[src/rtl/rr_mux_sel_arbiter.sv]
// rtl/rr_mux_sel_arbiter.sv - round-robin arbiter owning the select of a shared 8:1 single-bit mux
module rr_mux_sel_arbiter #(
   parameter int unsigned MAX_HOLD = 4
) (
   input  logic       clk,
   input  logic       rst,
   input  logic [7:0] req,
   input  logic [7:0] I,
   output logic [7:0] gnt,
   output logic [2:0] S,
   output logic       busy,
   output logic       Y
);

   typedef enum logic {
      IDLE  = 1'b0,
      GRANT = 1'b1
   } state_t;

   // MAX_HOLD fits the 4-bit hold counter over its whole legal range (1..15).
   localparam logic [3:0] HOLD_LIMIT = 4'(MAX_HOLD);

   state_t     state_q, state_d;
   logic [2:0] ptr_q, ptr_d;
   logic [3:0] hold_cnt_q, hold_cnt_d;
   logic [7:0] gnt_q, gnt_d;
   logic [2:0] s_q, s_d;
   logic       busy_q, busy_d;

   logic [2:0] arb_base;
   logic       arb_found;
   logic [2:0] arb_winner;
   logic       release_grant;

   // Priority base: stored pointer when idle, the slot after the current owner while granting.
   always_comb begin
      arb_base = ptr_q;
      if (state_q == GRANT) begin
         arb_base = s_q + 3'd1;
      end
   end

   // Rotating priority scan; walking offsets high-to-low leaves the nearest requester as winner.
   always_comb begin
      arb_found  = 1'b0;
      arb_winner = arb_base;
      for (int k = 7; k >= 0; k--) begin
         if (req[arb_base + 3'(k)]) begin
            arb_found  = 1'b1;
            arb_winner = arb_base + 3'(k);
         end
      end
   end

   // The owner gives up the mux when it stops asking or has used its full hold budget.
   always_comb begin
      release_grant = (req[s_q] == 1'b0) || (hold_cnt_q == HOLD_LIMIT);
   end

   // Next-state and next-output logic for the IDLE/GRANT machine.
   always_comb begin
      state_d    = state_q;
      ptr_d      = ptr_q;
      hold_cnt_d = hold_cnt_q;
      gnt_d      = gnt_q;
      s_d        = s_q;
      busy_d     = busy_q;

      case (state_q)
         IDLE: begin
            if (arb_found) begin
               state_d    = GRANT;
               gnt_d      = 8'(1) << arb_winner;
               s_d        = arb_winner;
               busy_d     = 1'b1;
               hold_cnt_d = 4'd1;
            end else begin
               gnt_d      = 8'h00;
               busy_d     = 1'b0;
               hold_cnt_d = 4'd0;
            end
         end

         GRANT: begin
            if (release_grant) begin
               ptr_d = s_q + 3'd1;
               if (arb_found) begin
                  // Handover in the same cycle, so the mux never sits idle between owners.
                  gnt_d      = 8'(1) << arb_winner;
                  s_d        = arb_winner;
                  busy_d     = 1'b1;
                  hold_cnt_d = 4'd1;
               end else begin
                  // S keeps the last owner; Y is gated by busy so the stale select is harmless.
                  state_d    = IDLE;
                  gnt_d      = 8'h00;
                  busy_d     = 1'b0;
                  hold_cnt_d = 4'd0;
               end
            end else begin
               hold_cnt_d = hold_cnt_q + 4'd1;
            end
         end

         default: begin
            state_d    = IDLE;
            gnt_d      = 8'h00;
            busy_d     = 1'b0;
            hold_cnt_d = 4'd0;
         end
      endcase
   end

   // State and output registers with synchronous reset; reset drops any grant in progress.
   always_ff @(posedge clk) begin
      if (rst) begin
         state_q    <= IDLE;
         ptr_q      <= 3'd0;
         hold_cnt_q <= 4'd0;
         gnt_q      <= 8'h00;
         s_q        <= 3'd0;
         busy_q     <= 1'b0;
      end else begin
         state_q    <= state_d;
         ptr_q      <= ptr_d;
         hold_cnt_q <= hold_cnt_d;
         gnt_q      <= gnt_d;
         s_q        <= s_d;
         busy_q     <= busy_d;
      end
   end

   assign gnt  = gnt_q;
   assign S    = s_q;
   assign busy = busy_q;
   assign Y    = busy_q ? I[s_q] : 1'b0;

endmodule

[config.mk]
export PLATFORM = sky130hd
export DESIGN_NAME = rr_mux_sel_arbiter
export DESIGN_NICKNAME = d
export VERILOG_FILES = /design/src/rtl/rr_mux_sel_arbiter.sv
export SDC_FILE = /design/constraint.sdc
export NUM_CORES = 1
export LEC_CHECK = 0
export CORE_MARGIN = 1
export CORE_UTILIZATION = 45
export CTS_CLUSTER_DIAMETER = 100
export DETAILED_ROUTE_END_ITERATION = 8
export PLACE_DENSITY = 0.69
export SYNTH_ARGS = -nofsm -noshare
export SYNTH_HDL_FRONTEND = slang
export SYNTH_SLANG_ARGS = --single-unit
[constraint.sdc]
create_clock -name clk -period 6.28 [get_ports clk]
set_input_delay 0.628 -clock clk [delete_from_list [all_inputs] [get_ports clk]]
set_output_delay 0.628 -clock clk [all_outputs]
set_load 0.05 [all_outputs]
==> results of run 1 <==
per-layer routing:
layer / wire [um] / up-vias / GRT usage (%)
li1: - / 976 / -
met4: 157 / 0 / 9.11
met5: 0 / - / 0
met1: 2530 / 962 / 33.1
met3: 439 / 21 / 3.95
met2: 2730 / 108 / 44.2
cells in the final DEF (no fill, tap or decap), types with 4 or more instances in the layout:
cell type        Yosys  final
and2_1               9      9
dfxtp_1             20     20
a31oi_1              6      6
o21ai_0             11     11
nand2_1             25     25
o41ai_1              4      4
nand3_1             19     19
nor2_1              12     12
a211oi_1             4      4
a21oi_1             15     15
nand2b_1             5      5
clkdlybuf4s50_1      0     30
mux4_2               6      6
mux2_2               8      8
ha_1                 5      5
o31ai_1              5      5
mux2i_1             12     12
inv_1                8      8
cell families after synthesis:
logic type / synth area share [%]
AND/OR/NAND/NOR: 21.5
AO/OA/AOI/OAI: 27.9
multiplexers: 17.3
buffers and inverters: 4.69
flip-flops: 20.0
XOR/XNOR: 5.57
adder cells (fa/ha/maj): 3.13
worst max-delay path, stage by stage (launching register included):
cell and delay [ps]:
dfxtp_1 610, nor2b_1 230, nor2_2 460, inv_1 230, ha_1 280, and2_1 170, a22o_1 200, or2_1 340
a21oi_1 250, nand2_1 150, o311a_1 360, o311a_4 390, xnor2_2 170, o41ai_1 380
power by group:
group	internal, mW	switching [mW]	total (mW)	leakage (nW)
Sequential	0.166	0.0484	0.215	0.164
Combinational	0.401	0.654	1.05	0.677
Clock	0.0851	0.0448	0.130	0.0357
Total	0.652	0.747	1.40	0.876
worst max-delay path by stage:
| stage | start | endpoint | depth (start not counted) |
|---|---|---|---|
| 4_1_cts | S[0] | gnt[0] | 13 |
| 2_1_floorplan | S[1] | gnt[1] | 14 |
| 3_3_place_gp | S[0] | gnt[2] | 13 |
| 5_1_grt | S[0] | gnt[2] | 13 |
| 6_report | S[0] | gnt[0] | 13 |
| 3_5_place_dp | S[0] | gnt[0] | 13 |
layout make-up:
cell class,instances,area [sq um]
fillers,387,1770
multi-input cells,202,1510
flip-flops and latches,20,400
repair buffers,30,300
well taps,50,62.6
clock buffers,3,41.3
inverters,9,33.8
clock inverters,1,30.0
flip-flops by register name (all words and copies together) (netlist names):
signal,flops
hold_cnt_q,4
S,3
busy,1
ptr_q,3
gnt,8
state_q,1
==> qor.txt, run 1 <==
Hold-fix buffers, CTS - 0
Root Buffer - clkbuf_8
hold path cells - 2
setup TNS - 0 ps
setup slack after layout - 1960 ps
layout cell share with drive strength beyond 1 - 11.3%
Core Util, Final - 57.3%
Worst Tran Pin Value - 569 ps
Placer Congestion - 1.03
GRT overflow - 0
top cells by count, synth - 25 x nand2_1, 20 x dfxtp_1, 19 x nand3_1
cell area after synthesis - 2000 sq um
Crit Path Class - reg2reg
FFs w/ async S/R, synth - 0%
Critical Path AT - 4470 ps
CTS tree - built
# setup viols final - 0
worst vdd ir - 0.000329 V
final cycle utilization of the critical path - 68.7%
share of the synthesized area in the top cell type - 20.0%
hold_ws - 463 ps
# Post-CTS Setup Buffers - 0
antenna violations before repair - 0
Via Count - 2067
CP endpoint kind - flop
clock buffer depth - 2
most used standard cell by instance count after synthesis - nand2_1
Setup WS pre-CTS - 2010 ps
design area - 2370 sq um
Max Freq - 0.232 GHz
reg-to-reg slack, setup - 1960 ps
Hold Crit Start - gnt[1]
cts repair resizes - 0
IO buf count - 30
final worst path period need - 4320 ps
non-filler cells, final - 315
placed insts - 311
cts bufs inserted - 3
number of routed nets with antenna violations - 0
worst r2r path cells - 13
max_slew headroom - 61.7%
Max Cap Viol - 0
first-pass GRT wire length - 8980 um
fin. max-slew vios - 0
Startpoint Class - flop
clk sinks - 20
Worst-path clk slew - 80 ps
largest area contributor in the netlist - dfxtp_1
Post-Syn Instances - 242
Vias/cell - 6.56
H-tree Lvls - 1
I/O pin count - 31
Post-DP HPWL - 4540 um
Area Growth Syn to Fin - 18.7%
Tot Pwr - 1.40 mW
Tot GR Track Use - 26.0%
largest net degree at the start of global routing - 16
Crit path required time - 6440 ps
library cells used by synthesis - 53
initial DRC count - 155
# DRC - 0
reg2reg start - S[0]
Pleak - 0.876 nW
Avg Inst Size Synth - 8.27 sq um
final net count - 289
Synth warnings - 0
Area contributors post-synth - dfxtp_1 20%, mux4_2 6.8%, mux2i_1 6.0%
#FFs+latches synth - 20
endpoints failing hold - 0
Max FO, Critical Path - 11
drt wl/cell - 18.6 um
core area - 4140 sq um
Hold Path Sink - gnt[1]
EDFF count, synth - 0
clock skew - 1.99 ps
Die W - 68.7 um
vias in the first global route - 1919
reg2reg end - gnt[0]
Synth Net Count - 265
ant diodes - 0
Initial Util - 48.3%
status - finished, final reports clean
DRT Pass-1 Iters - 5
unrepaired setup endpoints after global routing - no
Hold Path Class - reg2reg
std cell rows - 23
final WL - 5850 um
Seq/Total Area, Yosys - 20.0%
dpl cell area - 2300 sq um
die height - 68.7 um
Clock Latency Late Sink - 260 ps
Synth Flop Type - dfxtp_1
full die area - 4720 sq um
pwr dens - 589 nW/um^2
Note: power is estimated with default switching activity, not from simulation.
==> inputs of run 2 (changes only) <==
--- a/config.mk
+++ b/config.mk
@@ -9,7 +9,7 @@
 export CORE_UTILIZATION = 45
 export CTS_CLUSTER_DIAMETER = 100
 export DETAILED_ROUTE_END_ITERATION = 8
-export PLACE_DENSITY = 0.69
+export PLACE_DENSITY = 0.71
 export SYNTH_ARGS = -nofsm -noshare
 export SYNTH_HDL_FRONTEND = slang
 export SYNTH_SLANG_ARGS = --single-unit
==> constraint.sdc (replaced) <==
create_clock -name clk -period 3.64 [get_ports clk]
set_input_delay 0.364 -clock clk [delete_from_list [all_inputs] [get_ports clk]]
set_output_delay 0.364 -clock clk [all_outputs]
set_load 0.05 [all_outputs]
==> run 2 against run 1 <==
Compared with the run above: highest routed layer unchanged; flip-flop and latch count unchanged; sequential power rose by 68%; maximum frequency grew 24%; non-clock buffer count grew 14; clock power rose by 50%; clock skew up 0.66 ps.
==> qor.txt, run 2 (synthesis gave the netlist of run 1 again) <==
initial DRC count - 239 (+54%)
Net Switching - 1.35 mW (+81%)
Placer Congestion - 0.974 (-5.0%)
Critical Path AT - 3640 ps (-830 ps)
internal power - 1.21 mW (+86%)
Logic pwr share - 78.3% (+2.9 points)
max_slew headroom - 60.3% (-1.3 points)
Setup crit start - S[1]
Hold Crit Start - gnt[2]
clock skew - 2.65 ps (+0.657 ps)
IO buf count - 30 (unchanged)
setup TNS - 0 ps (unchanged)
pwr dens - 1010 nW/um^2 (+71%)
I/O pin count - 31 (unchanged)
CTS tree - built
# setup viols final - 0 (unchanged)
Tot GR Track Use - 27.0% (+1.0 points)
Crit path required time - 3800 ps (-2640 ps)
final net count - 303 (+4.8%)
worst r2r path cells - 13 (unchanged)
CP Cell Sequence - ha_4, mux2_2, ha_1, and2_1, a22o_1, or2_4, buf_4, a32oi_1, a31oi_1, a41oi_1, o211ai_1, and2_1, o41ai_1
final cycle utilization of the critical path - 95.7% (+27 points)
layout cell share with drive strength beyond 1 - 19.7% (+8.4 points)
design area - 2550 sq um (+7.4%)
fin. max-slew vios - 0 (unchanged)
GRT overflow - 0 (unchanged)
die height - 68.7 um (unchanged)
largest net degree at the start of global routing - 14 (-2)
Area Growth Syn to Fin - 27.5%
drt wl/cell - 18.0 um (-2.9%)
reg2reg start - S[1]
Root Buffer - clkbuf_8
worst vdd ir - 0.000525 V (+60%)
dpl cell area - 2430 sq um (+5.6%)
wl on met1 - 2700 um (+6.8%)
first-pass GRT wire length - 9390 um (+4.5%)
Initial Util - 48.3% (unchanged)
final WL - 5940 um (+1.4%)
uppermost layer routed - met4
Max Freq - 0.287 GHz (+24%)
Post-DP HPWL - 4650 um (+2.6%)
slowest CP cell - dfxtp_4
Clock Latency Late Sink - 260 ps (about the same)
Via Count - 2088 (+1.0%)
clock buffer depth - 2 (unchanged)
vias in the first global route - 1897 (-1.1%)
hold path cells - 2 (unchanged)
Startpoint Class - flop
cell mode on critical path - and2_1
ant diodes - 0 (unchanged)
Hold Path Class - reg2reg
Die W - 68.7 um (unchanged)
Pleak - 0.963 nW (+9.9%)
clk sinks - 20 (unchanged)
core area - 4140 sq um (unchanged)
most common cell after layout, fill and taps aside - clkdlybuf4s50_1
final worst path period need - 3480 ps (-834 ps)
Reg power frac - 14.1% (-1.2 points)
H-tree Lvls - 1 (unchanged)
Worst Tran Pin Value - 595 ps (+25.8 ps)
met2 wire len - 2700 um (-0.95%)
most frequent cells in the layout - 30 x clkdlybuf4s50_1, 24 x nand2_1, 19 x nand3_1
Vias/cell - 6.35 (-3.3%)
antenna violations before repair - 0 (unchanged)
status - finished, final reports clean
Crit Path Class - reg2reg
max FFs per register - 8 (unchanged)
met3 routed WL - 448 um (+2.1%)
cts bufs inserted - 3 (unchanged)
Max Cap Viol - 0 (unchanged)
# DRC - 0 (unchanged)
unrepaired setup endpoints after global routing - no
number of routed nets with antenna violations - 0 (unchanged)
full die area - 4720 sq um (unchanged)
clock power share - 7.6% (-1.7 points)
endpoints failing hold - 0 (unchanged)
CP endpoint kind - flop
DRT Pass-1 Iters - 4 (-1)
Sw Share - 52.8% (-0.60 points)
Worst path max stage delay - 390 ps (-220 ps)
Max FO, Critical Path - 7 (-4)
Worst-path clk slew - 80 ps (about the same)
std cell rows - 23 (unchanged)
[run 2: worst max-delay path, delay by kind of cell (launching register included)]
family	cells	cell delay (ps)
AOI/OAI and AO/OA	6	1320
adders and majority gates	2	510
buffers and inverters	1	160
DFF	1	390
muxes	1	290
and+or+nand+nor	3	690
[run 2: cell type report]
type	instances	area [sq um]
tap	50	62.6
fill	388	1590
clock buffer	4	66.3
timing repair buffer	44	405
inverter	9	33.8
sequential	20	408
multi-input combinational	202	1570
[run 2: metrics by stage]
step | instances | power, mW | worst slack, ps | hold WS, ps | utilization, %
6_report | 329 | 2.57 | 157 | 472 | 61.5
4_1_cts | 328 | 2.47 | 111 | 467 | 60.3
5_1_grt | 329 | 2.72 | 13.0 | 491 | 61.5
3_3_place_gp | 324 | 2.26 | 156 | 445 | 58.7
3_5_place_dp | 324 | 2.26 | 138 | 443 | 58.7
2_1_floorplan | 242 | 1.79 | 5.91 | 469 | -
[run 2: what timing repair did]
item | in CTS | in global routing
gates resized for setup | 0 | 7
hold buffers | 0 | 0
endpoints found under the setup margin | 0 | 7
setup buffers | 0 | 1
[run 2: power by group through the flow]
stage               Clock (mW)  Sequential [mW]  Combinational, mW
floorplan                    0            0.537               1.25
global placement             0            0.365               1.90
detailed placement           0            0.365               1.90
CTS                      0.197            0.363               1.91
global route             0.208            0.372               2.14
finish                   0.195            0.362               2.01
[run 2: worst paths after layout]
path | end | slack (ps)
setup / recovery | gnt[3] | 160
hold / removal | gnt[2] | 470
setup reg to reg | gnt[3] | 160
hold reg to reg | gnt[2] | 470
[run 2: metal layers]
layer | global-route usage (%) | vias up
met3 | 3.45 | 6
met4 | 5.99 | 0
met1 | 36.9 | 980
met2 | 45.1 | 102
met5 | 0 | -
li1 | - | 1000
